$ cat src/rtl/decode_control_pipe.sv
// decode_control_pipe: registered main decoder for the decode stage.
// Turns RV32I / Zicsr / A opcodes into a datapath control word one cycle
// after acceptance. AMO read-modify-write instructions are split into a
// read phase and a write phase. Unknown opcodes are not flagged during a
// short window that follows reset or flush.
module decode_control_pipe #(
    parameter int INVALID_WINDOW = 2,
    parameter bit EN_CSR         = 1'b1,
    parameter bit EN_ATOMIC      = 1'b1
) (
    input  logic       clk,
    input  logic       reset,
    input  logic       flush,
    input  logic       stall,
    input  logic       in_valid,
    input  logic [6:0] opcode,
    input  logic [4:0] funct5,
    output logic       out_valid,
    output logic       reg_write,
    output logic       mem_write,
    output logic       mem_read,
    output logic       branch,
    output logic       alu_src,
    output logic       jump,
    output logic       lui,
    output logic       auipc,
    output logic       jal,
    output logic       r_type,
    output logic       csr_type,
    output logic       is_atomic,
    output logic [1:0] mem_csr_to_reg,
    output logic [1:0] alu_op,
    output logic       amo_phase,
    output logic       busy,
    output logic       invalid_inst
);

    // The counter must hold INVALID_WINDOW; a zero window still needs one bit.
    localparam int WIN_W = (INVALID_WINDOW < 1) ? 1 : $clog2(INVALID_WINDOW + 1);
    localparam logic [WIN_W-1:0] WIN_LOAD = WIN_W'(INVALID_WINDOW);

    localparam logic [6:0] OP_R     = 7'b0110011;
    localparam logic [6:0] OP_I     = 7'b0010011;
    localparam logic [6:0] OP_LOAD  = 7'b0000011;
    localparam logic [6:0] OP_STORE = 7'b0100011;
    localparam logic [6:0] OP_B     = 7'b1100011;
    localparam logic [6:0] OP_JAL   = 7'b1101111;
    localparam logic [6:0] OP_JALR  = 7'b1100111;
    localparam logic [6:0] OP_LUI   = 7'b0110111;
    localparam logic [6:0] OP_AUIPC = 7'b0010111;
    localparam logic [6:0] OP_CSR   = 7'b1110011;
    localparam logic [6:0] OP_AMO   = 7'b0101111;

    localparam logic [4:0] F5_LR = 5'b00010;
    localparam logic [4:0] F5_SC = 5'b00011;

    localparam logic [1:0] WB_ALU = 2'b00;
    localparam logic [1:0] WB_MEM = 2'b01;
    localparam logic [1:0] WB_CSR = 2'b10;

    localparam logic [1:0] ALU_ADDR = 2'b00;
    localparam logic [1:0] ALU_I    = 2'b01;
    localparam logic [1:0] ALU_B    = 2'b10;
    localparam logic [1:0] ALU_R    = 2'b11;

    typedef struct packed {
        logic       reg_write;
        logic       mem_write;
        logic       mem_read;
        logic       branch;
        logic       alu_src;
        logic       jump;
        logic       lui;
        logic       auipc;
        logic       jal;
        logic       r_type;
        logic       csr_type;
        logic       is_atomic;
        logic [1:0] mem_csr_to_reg;
        logic [1:0] alu_op;
        logic       amo_phase;
    } ctrl_t;

    typedef enum logic {
        DECODE = 1'b0,
        AMO_WR = 1'b1
    } state_t;

    function automatic ctrl_t nop_word();
        ctrl_t w;
        w                = '0;
        w.mem_csr_to_reg = WB_ALU;
        w.alu_op         = ALU_R;
        return w;
    endfunction

    function automatic ctrl_t amo_wr_word();
        ctrl_t w;
        w           = nop_word();
        w.is_atomic = 1'b1;
        w.r_type    = 1'b1;
        w.mem_write = 1'b1;
        w.amo_phase = 1'b1;
        return w;
    endfunction

    state_t           state_q, state_d;
    ctrl_t            ctrl_q, ctrl_d;
    logic             out_valid_q, out_valid_d;
    logic             invalid_q, invalid_d;
    logic [WIN_W-1:0] win_cnt;

    ctrl_t dec_word;
    logic  dec_unknown;
    logic  dec_amo;

    // Opcode/funct5 to control word; flags unknown opcodes and AMO starts.
    always_comb begin
        dec_word    = nop_word();
        dec_unknown = 1'b0;
        dec_amo     = 1'b0;
        case (opcode)
            OP_R: begin
                dec_word.reg_write = 1'b1;
                dec_word.r_type    = 1'b1;
                dec_word.alu_op    = ALU_R;
            end
            OP_I: begin
                dec_word.reg_write = 1'b1;
                dec_word.alu_src   = 1'b1;
                dec_word.alu_op    = ALU_I;
            end
            OP_LOAD: begin
                dec_word.reg_write      = 1'b1;
                dec_word.mem_read       = 1'b1;
                dec_word.alu_src        = 1'b1;
                dec_word.mem_csr_to_reg = WB_MEM;
                dec_word.alu_op         = ALU_ADDR;
            end
            OP_STORE: begin
                dec_word.mem_write = 1'b1;
                dec_word.alu_src   = 1'b1;
                dec_word.alu_op    = ALU_ADDR;
            end
            OP_B: begin
                dec_word.branch = 1'b1;
                dec_word.alu_op = ALU_B;
            end
            OP_JAL: begin
                dec_word.reg_write = 1'b1;
                dec_word.alu_src   = 1'b1;
                dec_word.jump      = 1'b1;
                dec_word.jal       = 1'b1;
                dec_word.alu_op    = ALU_ADDR;
            end
            OP_JALR: begin
                dec_word.reg_write = 1'b1;
                dec_word.alu_src   = 1'b1;
                dec_word.jump      = 1'b1;
                dec_word.alu_op    = ALU_ADDR;
            end
            OP_LUI: begin
                dec_word.reg_write = 1'b1;
                dec_word.alu_src   = 1'b1;
                dec_word.lui       = 1'b1;
                dec_word.alu_op    = ALU_ADDR;
            end
            OP_AUIPC: begin
                dec_word.reg_write = 1'b1;
                dec_word.alu_src   = 1'b1;
                dec_word.auipc     = 1'b1;
                dec_word.alu_op    = ALU_ADDR;
            end
            OP_CSR: begin
                if (EN_CSR) begin
                    dec_word.reg_write      = 1'b1;
                    dec_word.csr_type       = 1'b1;
                    dec_word.mem_csr_to_reg = WB_CSR;
                    dec_word.alu_op         = ALU_R;
                end else begin
                    dec_unknown = 1'b1;
                end
            end
            OP_AMO: begin
                if (EN_ATOMIC) begin
                    dec_word.is_atomic      = 1'b1;
                    dec_word.r_type         = 1'b1;
                    dec_word.alu_op         = ALU_R;
                    dec_word.reg_write      = 1'b1;
                    dec_word.mem_csr_to_reg = WB_MEM;
                    if (funct5 == F5_SC) begin
                        dec_word.mem_write = 1'b1;
                    end else begin
                        // LR and the AMO read phase both read memory; only
                        // true AMOs need the follow-up write phase.
                        dec_word.mem_read = 1'b1;
                        dec_amo           = (funct5 != F5_LR);
                    end
                end else begin
                    dec_unknown = 1'b1;
                end
            end
            default: dec_unknown = 1'b1;
        endcase
    end

    // Next state and next registered outputs; stall keeps everything as is.
    always_comb begin
        state_d     = state_q;
        ctrl_d      = ctrl_q;
        out_valid_d = out_valid_q;
        invalid_d   = invalid_q;
        if (!stall) begin
            case (state_q)
                DECODE: begin
                    if (in_valid) begin
                        ctrl_d      = dec_word;
                        out_valid_d = 1'b1;
                        invalid_d   = dec_unknown && (win_cnt == '0);
                        if (dec_amo) state_d = AMO_WR;
                    end else begin
                        ctrl_d      = nop_word();
                        out_valid_d = 1'b0;
                        invalid_d   = 1'b0;
                    end
                end
                AMO_WR: begin
                    // Upstream is held by busy, so in_valid is not looked at.
                    ctrl_d      = amo_wr_word();
                    out_valid_d = 1'b1;
                    invalid_d   = 1'b0;
                    state_d     = DECODE;
                end
                default: state_d = DECODE;
            endcase
        end
    end

    // State and output registers; flush drops any pending AMO write phase.
    always_ff @(posedge clk) begin
        if (reset || flush) begin
            state_q     <= DECODE;
            ctrl_q      <= nop_word();
            out_valid_q <= 1'b0;
            invalid_q   <= 1'b0;
        end else begin
            state_q     <= state_d;
            ctrl_q      <= ctrl_d;
            out_valid_q <= out_valid_d;
            invalid_q   <= invalid_d;
        end
    end

    // Invalid-opcode suppression window; keeps counting through stalls.
    always_ff @(posedge clk) begin
        if (reset || flush) begin
            win_cnt <= WIN_LOAD;
        end else if (win_cnt != '0) begin
            win_cnt <= win_cnt - 1'b1;
        end
    end

    assign out_valid      = out_valid_q;
    assign invalid_inst   = invalid_q;
    assign busy           = (state_q == AMO_WR);
    assign reg_write      = ctrl_q.reg_write;
    assign mem_write      = ctrl_q.mem_write;
    assign mem_read       = ctrl_q.mem_read;
    assign branch         = ctrl_q.branch;
    assign alu_src        = ctrl_q.alu_src;
    assign jump           = ctrl_q.jump;
    assign lui            = ctrl_q.lui;
    assign auipc          = ctrl_q.auipc;
    assign jal            = ctrl_q.jal;
    assign r_type         = ctrl_q.r_type;
    assign csr_type       = ctrl_q.csr_type;
    assign is_atomic      = ctrl_q.is_atomic;
    assign mem_csr_to_reg = ctrl_q.mem_csr_to_reg;
    assign alu_op         = ctrl_q.alu_op;
    assign amo_phase      = ctrl_q.amo_phase;

endmodule

$ cat config.mk
export PLATFORM = sky130hd
export DESIGN_NAME = decode_control_pipe
export DESIGN_NICKNAME = d
export VERILOG_FILES = /design/src/rtl/decode_control_pipe.sv
export SDC_FILE = /design/constraint.sdc
export NUM_CORES = 1
export LEC_CHECK = 0
export BUFFER_PORTS_ARGS = -buffer_cell sky130_fd_sc_hd__buf_4
export CORE_MARGIN = 2
export CORE_UTILIZATION = 35
export CTS_BUF_LIST = sky130_fd_sc_hd__clkbuf_4
export CTS_CLUSTER_SIZE = 14
export DETAILED_ROUTE_END_ITERATION = 10
export GPL_TIMING_DRIVEN = 0
export PLACE_DENSITY_LB_ADDON = 0.15
export SLEW_MARGIN = 20
export SYNTH_ARGS = -nofsm -noshare
export SYNTH_HDL_FRONTEND = slang
export SYNTH_SLANG_ARGS = --single-unit
$ cat constraint.sdc
create_clock -name clk -period 2.8 [get_ports clk]
set_clock_uncertainty 0.15 [all_clocks]
set_input_delay 0.56 -clock clk [delete_from_list [all_inputs] [get_ports clk]]
set_output_delay 0.56 -clock clk [all_outputs]
set_load 0.05 [all_outputs]
Word level (Yosys, flattened, before mapping)
Cells that the tools add are included.
{"block": "totals", "ramBits": 0, "n_memories": 0, "mem_bits_ro": 0, "elab_cells": 73, "output_inout_bits": 20, "register_bits": 22, "inputBits": 17, "latchBits": 0}
{"block": "op_classes", "addsub": 1, "eq_ne": 13, "n_mux": 28, "n_bitwise": 1, "shift": 0, "order_cmp": 0, "div": 0, "multipliers": 0, "reduce_logical": 11}
{"op": "$pmux 17 s2", "n": 1}
{"op": "$eq 7x6->1 const B", "n": 4}
{"op": "$eq 7x7->1 const B", "n": 4}
{"op": "$mux 1", "n": 19}
{"op": "$mux 17", "n": 1}
{"op": "$eq 7x5->1 const B", "n": 2}
{"op": "$reduce_or 11->1", "n": 1}
{"op": "$pmux 1 s2", "n": 5}
{"op": "$reduce_or 9->1", "n": 1}
{"op": "$eq 7x2->1 const B", "n": 1}
{"op": "$reduce_or 7->1", "n": 1}
{"op": "$pmux 2 s3", "n": 1}
{"op": "$reduce_or 2->1", "n": 3}
{"op": "$reduce_or 6->1", "n": 1}
{"op": "$eq 5x2->1 const B", "n": 1}
{"op": "$ne 5x2->1 const B", "n": 1}
{"op": "$pmux 2 s2", "n": 1}
{"op": "$logic_not 2->1", "n": 1}
{"op": "$reduce_bool 2->1", "n": 1}
{"op": "$sub 2x1->2 const B", "n": 1}
{"op": "$logic_and 1x1->1", "n": 1}
{"op": "$logic_or 1x1->1", "n": 1}
{"op": "$not 1->1", "n": 1}

Logic depth before layout (Yosys ltp)
{"block": "depth", "depth_word": 6, "depth_mapped": 5, "mapped_depth_nobuf": 4}

Least setup slack after synthesis
Ideal clock, no wire load.
{"block": "synth_path", "kind": "input to register", "startpoint": "in stall", "endpoint": "reg ctrl_q, in the netlist lui", "path_slack_ps": 990, "arrival_time_ps": 1595, "path_buffers": 1, "required_time_ps": 2584, "setup_ps": 66, "path_stages": 5, "cell_sequence": "buf_2 or3b_1 nor3_1 a32oi_1 nor2_1"}
{"item": "from (decl)", "line_no": "14", "rtl": "input logic stall,"}
{"item": "to (signal assigned)", "line_no": "243", "rtl": "ctrl_q <= nop_word();"}
{"item": "to (signal assigned)", "line_no": "248", "rtl": "ctrl_q <= ctrl_d;"}
{"item": "to (decl)", "line_no": "108", "rtl": "ctrl_t ctrl_q, ctrl_d;"}

Worst setup path after layout
{"block": "layout_path", "startpoint": "in opcode[2]", "endpoint": "reg ctrl_q, in the netlist mem_write"}
{"block": "layout_between", "elab_chain_cells": 4, "word_cells_on_any_way": 5, "cone_classes": "eq/ne: 2; mux: 3"}
{"item": "from (decl)", "line_no": "16", "rtl": "input logic [6:0] opcode,"}
{"item": "$eq 7x6->1", "line_no": "122", "rtl": "case (opcode)"}
{"item": "$pmux 1 s2 *", "line_no": "122"}
{"item": "$mux 17 *", "line_no": "216", "rtl": "if (in_valid) begin"}
{"item": "$pmux 17 s2 *", "line_no": "214", "rtl": "case (state_q)"}
Every way passes the cells marked *; elsewhere a longest branch is shown, timed or not.
A chain may end at the register's enable or synchronous reset.

==> key figures <==
Floorplanning
  – Die Area: 3680 µm²
  – Ports: 37
  – Site Rows: 20
  – Core area: roughly 3100 µm²
  – Starting Density: approximately 37%
  – DIE HEIGHT: between 60 and 70 µm
  – Die W: 60.6 µm

Final layout
  – Area Growth Syn to Fin: 33.0%
  – Share of layout cells above drive strength 1: 29.7%
  – Final #Nets: just under 200
  – Final non-filler cell total: around 220
  – Ant. Diodes: 0

Placed design
  – Port Buffers: 35
  – Placed Cells: between 200 and 250
  – DP HPWL: 2180 µm
  – GPL Wtd Cong: 0.861
  – Pre-CTS setup slack: 0.693 ns

Critical path
  – Setup crit end kind: register
  – Type of origin of the critical path: input pin
  – Crit Path Class: input pin to register
  – Critical Path RT: approximately 2.9 ns
  – Arrival time worst endpoint: about 1.9 ns
  – Max FO, Critical Path: 10

Drt
  – DRT Pass-1 Iters: 4
  – Routed WL per cell: 12.9 µm
  – Via-per-instance ratio: 5.21
  – Detail Route Antenna Nets: 0
  – DR DRC count: 0
  – 1st-iter DRT viols: 28
  – Via count: 1142
  – Final wirelength: 2820 µm

STA
  – Final hold slack: between 0.3 and 0.4 ns
  – Final WS setup: roughly 1.0 ns
  – RSZ-0062 raised after global routing: false
  – Fin crit share: 63.3%
  – Final hold violation count: 0
  – Setup Viol. Count Final: 0
  – Worst-Margin Slew: approximately 0.47 ns
  – Setup_tns: 0 ns
  – Fmax: between 500 and 600 MHz
  – Max-slew violations: 0
  – Tmin final: 1.77 ns
  – Relative slew slack: 68.0%

Global route
  – Largest net degree at the start of global routing: 14
  – Met2 Usage GRT: 28.0%
  – Vias in the first global route: around 1100
  – Met1 usage: 22.5%
  – Met3 Use GR: between 3 and 4%
  – Grt peak-use layer: met2
  – GRT Total Usage: 16.9%
  – Initial antenna violation count: 0
  – First-pass GRT wire length: 4770 µm
  – Grt total ovfl: 0

Yosys
  – Synth cell types: 45
  – Area share of the largest cell type after synthesis: between 30% and 40%
  – EDFF count, synth: 0
  – Synth Cell Area: 1120 µm²
  – Ys flop type: dfxtp_1
  – Synth area leaders: dfxtp_1, nor2_1, nand2_1
  – Seq/Total Area, Yosys: between 30% and 40%
  – Synth Instances: 136
  – Yosys reg bits: 22
  – Syn Area/Cell: between 8 and 9 µm²
  – Synth cell count leaders: dfxtp_1, nor2_1, nand2_1, nor3_1, inv_1
  – Count leader, synth: dfxtp_1
  – Ys Warns: 0
  – Synth Net Count: 154
  – Yosys top cell by area: dfxtp_1
  – Ys async rst share: 0%

Worst hold path
  – Worst Hold Class: register to register

CTS
  – Clk buf depth: 2
  – Worst-path clk slew: 0.13 ns
  – Worst skew pair latency: 0.31 ns
  – CTS sink cnt: 22
  – Num CTS Buffers: 3
  – Post-CTS setup buffer count: 0
  – CTS tree: yes
  – Post-cts sizing count: 0
  – H-tree Lvls: 1
  – Hold-fix buffers, CTS: 0
  – Root Buffer: clkbuf_4

Power
  – Leak Pwr: about 0.00059 µW
  – Max VDD drop: roughly 0.25 mV
  – Cell area power density: approximately 450 nW/µm²

Job
  – Max_cap viols: 0

Outcome
  – Status: complete, no violations
through the flow:
stage | instance area [µm²] | power (µW) | utilization [%]
global route | 1490 | 693 | 48.9
detailed placement | 1440 | 428 | 47.2
floorplan | 1120 | 390 | -
CTS | 1490 | 670 | 48.9
global placement | 1440 | 426 | 47.2
finish | 1490 | 667 | 48.9
cells by family after synthesis:
| kind of cell | count (synthesis) | share of synthesized area [%] |
|---|---|---|
| flip-flops | 22 | 39.2 |
| adder cells (fa/ha/maj) | 1 | 1.11 |
| buffers and inverters | 16 | 6.47 |
| multiplexers | 2 | 1.90 |
| AND/OR/NAND/NOR | 66 | 30.9 |
| AO/OA/AOI/OAI | 27 | 18.8 |
| XOR/XNOR | 2 | 1.56 |
worst paths after layout:
path / cells past startpoint / startpoint / slack [ns] / endpoint
worst min-delay path: 2 / mem_csr_to_reg[1] / 0.33 / mem_csr_to_reg[1]
worst max-delay path: 6 / opcode[2] / 1.03 / mem_write
worst max register to register: 4 / busy / 1.11 / alu_src
worst min register to register: 2 / mem_csr_to_reg[1] / 0.33 / mem_csr_to_reg[1]
cell usage in the layout, fill, tap and decap left out, types with 2 or more instances in the layout:
cell type / count
a211oi_1: 3
a22oi_1: 2
a21oi_1: 5
inv_1: 6
a32oi_1: 3
buf_4: 37
nand2_1: 15
a31oi_1: 3
nor2_1: 16
dfxtp_1: 22
nor2b_1: 4
nor4_1: 2
nor3b_1: 2
clkbuf_1: 3
nand3_1: 4
buf_2: 4
nand4b_1: 3
clkbuf_4: 3
a221oi_1: 2
nor3_1: 9
power breakdown:
group / internal [µW] / total [µW] / switching, µW
sequential: 318 / 320 / 2.29
combinational: 41.7 / 101 / 59.0
clock: 145 / 246 / 101
total: 504 / 667 / 163
per-layer routing:
| layer | share of wire [%] | vias to the layer above | routed length [µm] |
|---|---|---|---|
| li1 | - | 574 | - |
| met1 | 45 | 539 | 1270 |
| met2 | 49 | 25 | 1390 |
| met3 | 4.6 | 4 | 129 |
| met4 | 1.1 | 0 | 30 |
| met5 | 0 | - | 0 |
critical path: stages:
cell      delay [ns]
buf_4           0.08
buf_4           0.15
nand3_1         0.21
nor3_2          0.42
a311oi_1        0.16
a221oi_1        0.27
final cells by class:
class	instances	area (µm²)
Multi-Input combinational cell	98	609
Clock buffer	3	22.5
Timing Repair Buffer	35	263
Clock inverter	1	30.0
Inverter	6	22.5
Buffer	10	50.0
Sequential cell	22	440
Fill cell	314	1560
Tap cell	44	55.1
Note: power is estimated with default switching activity, not from simulation.
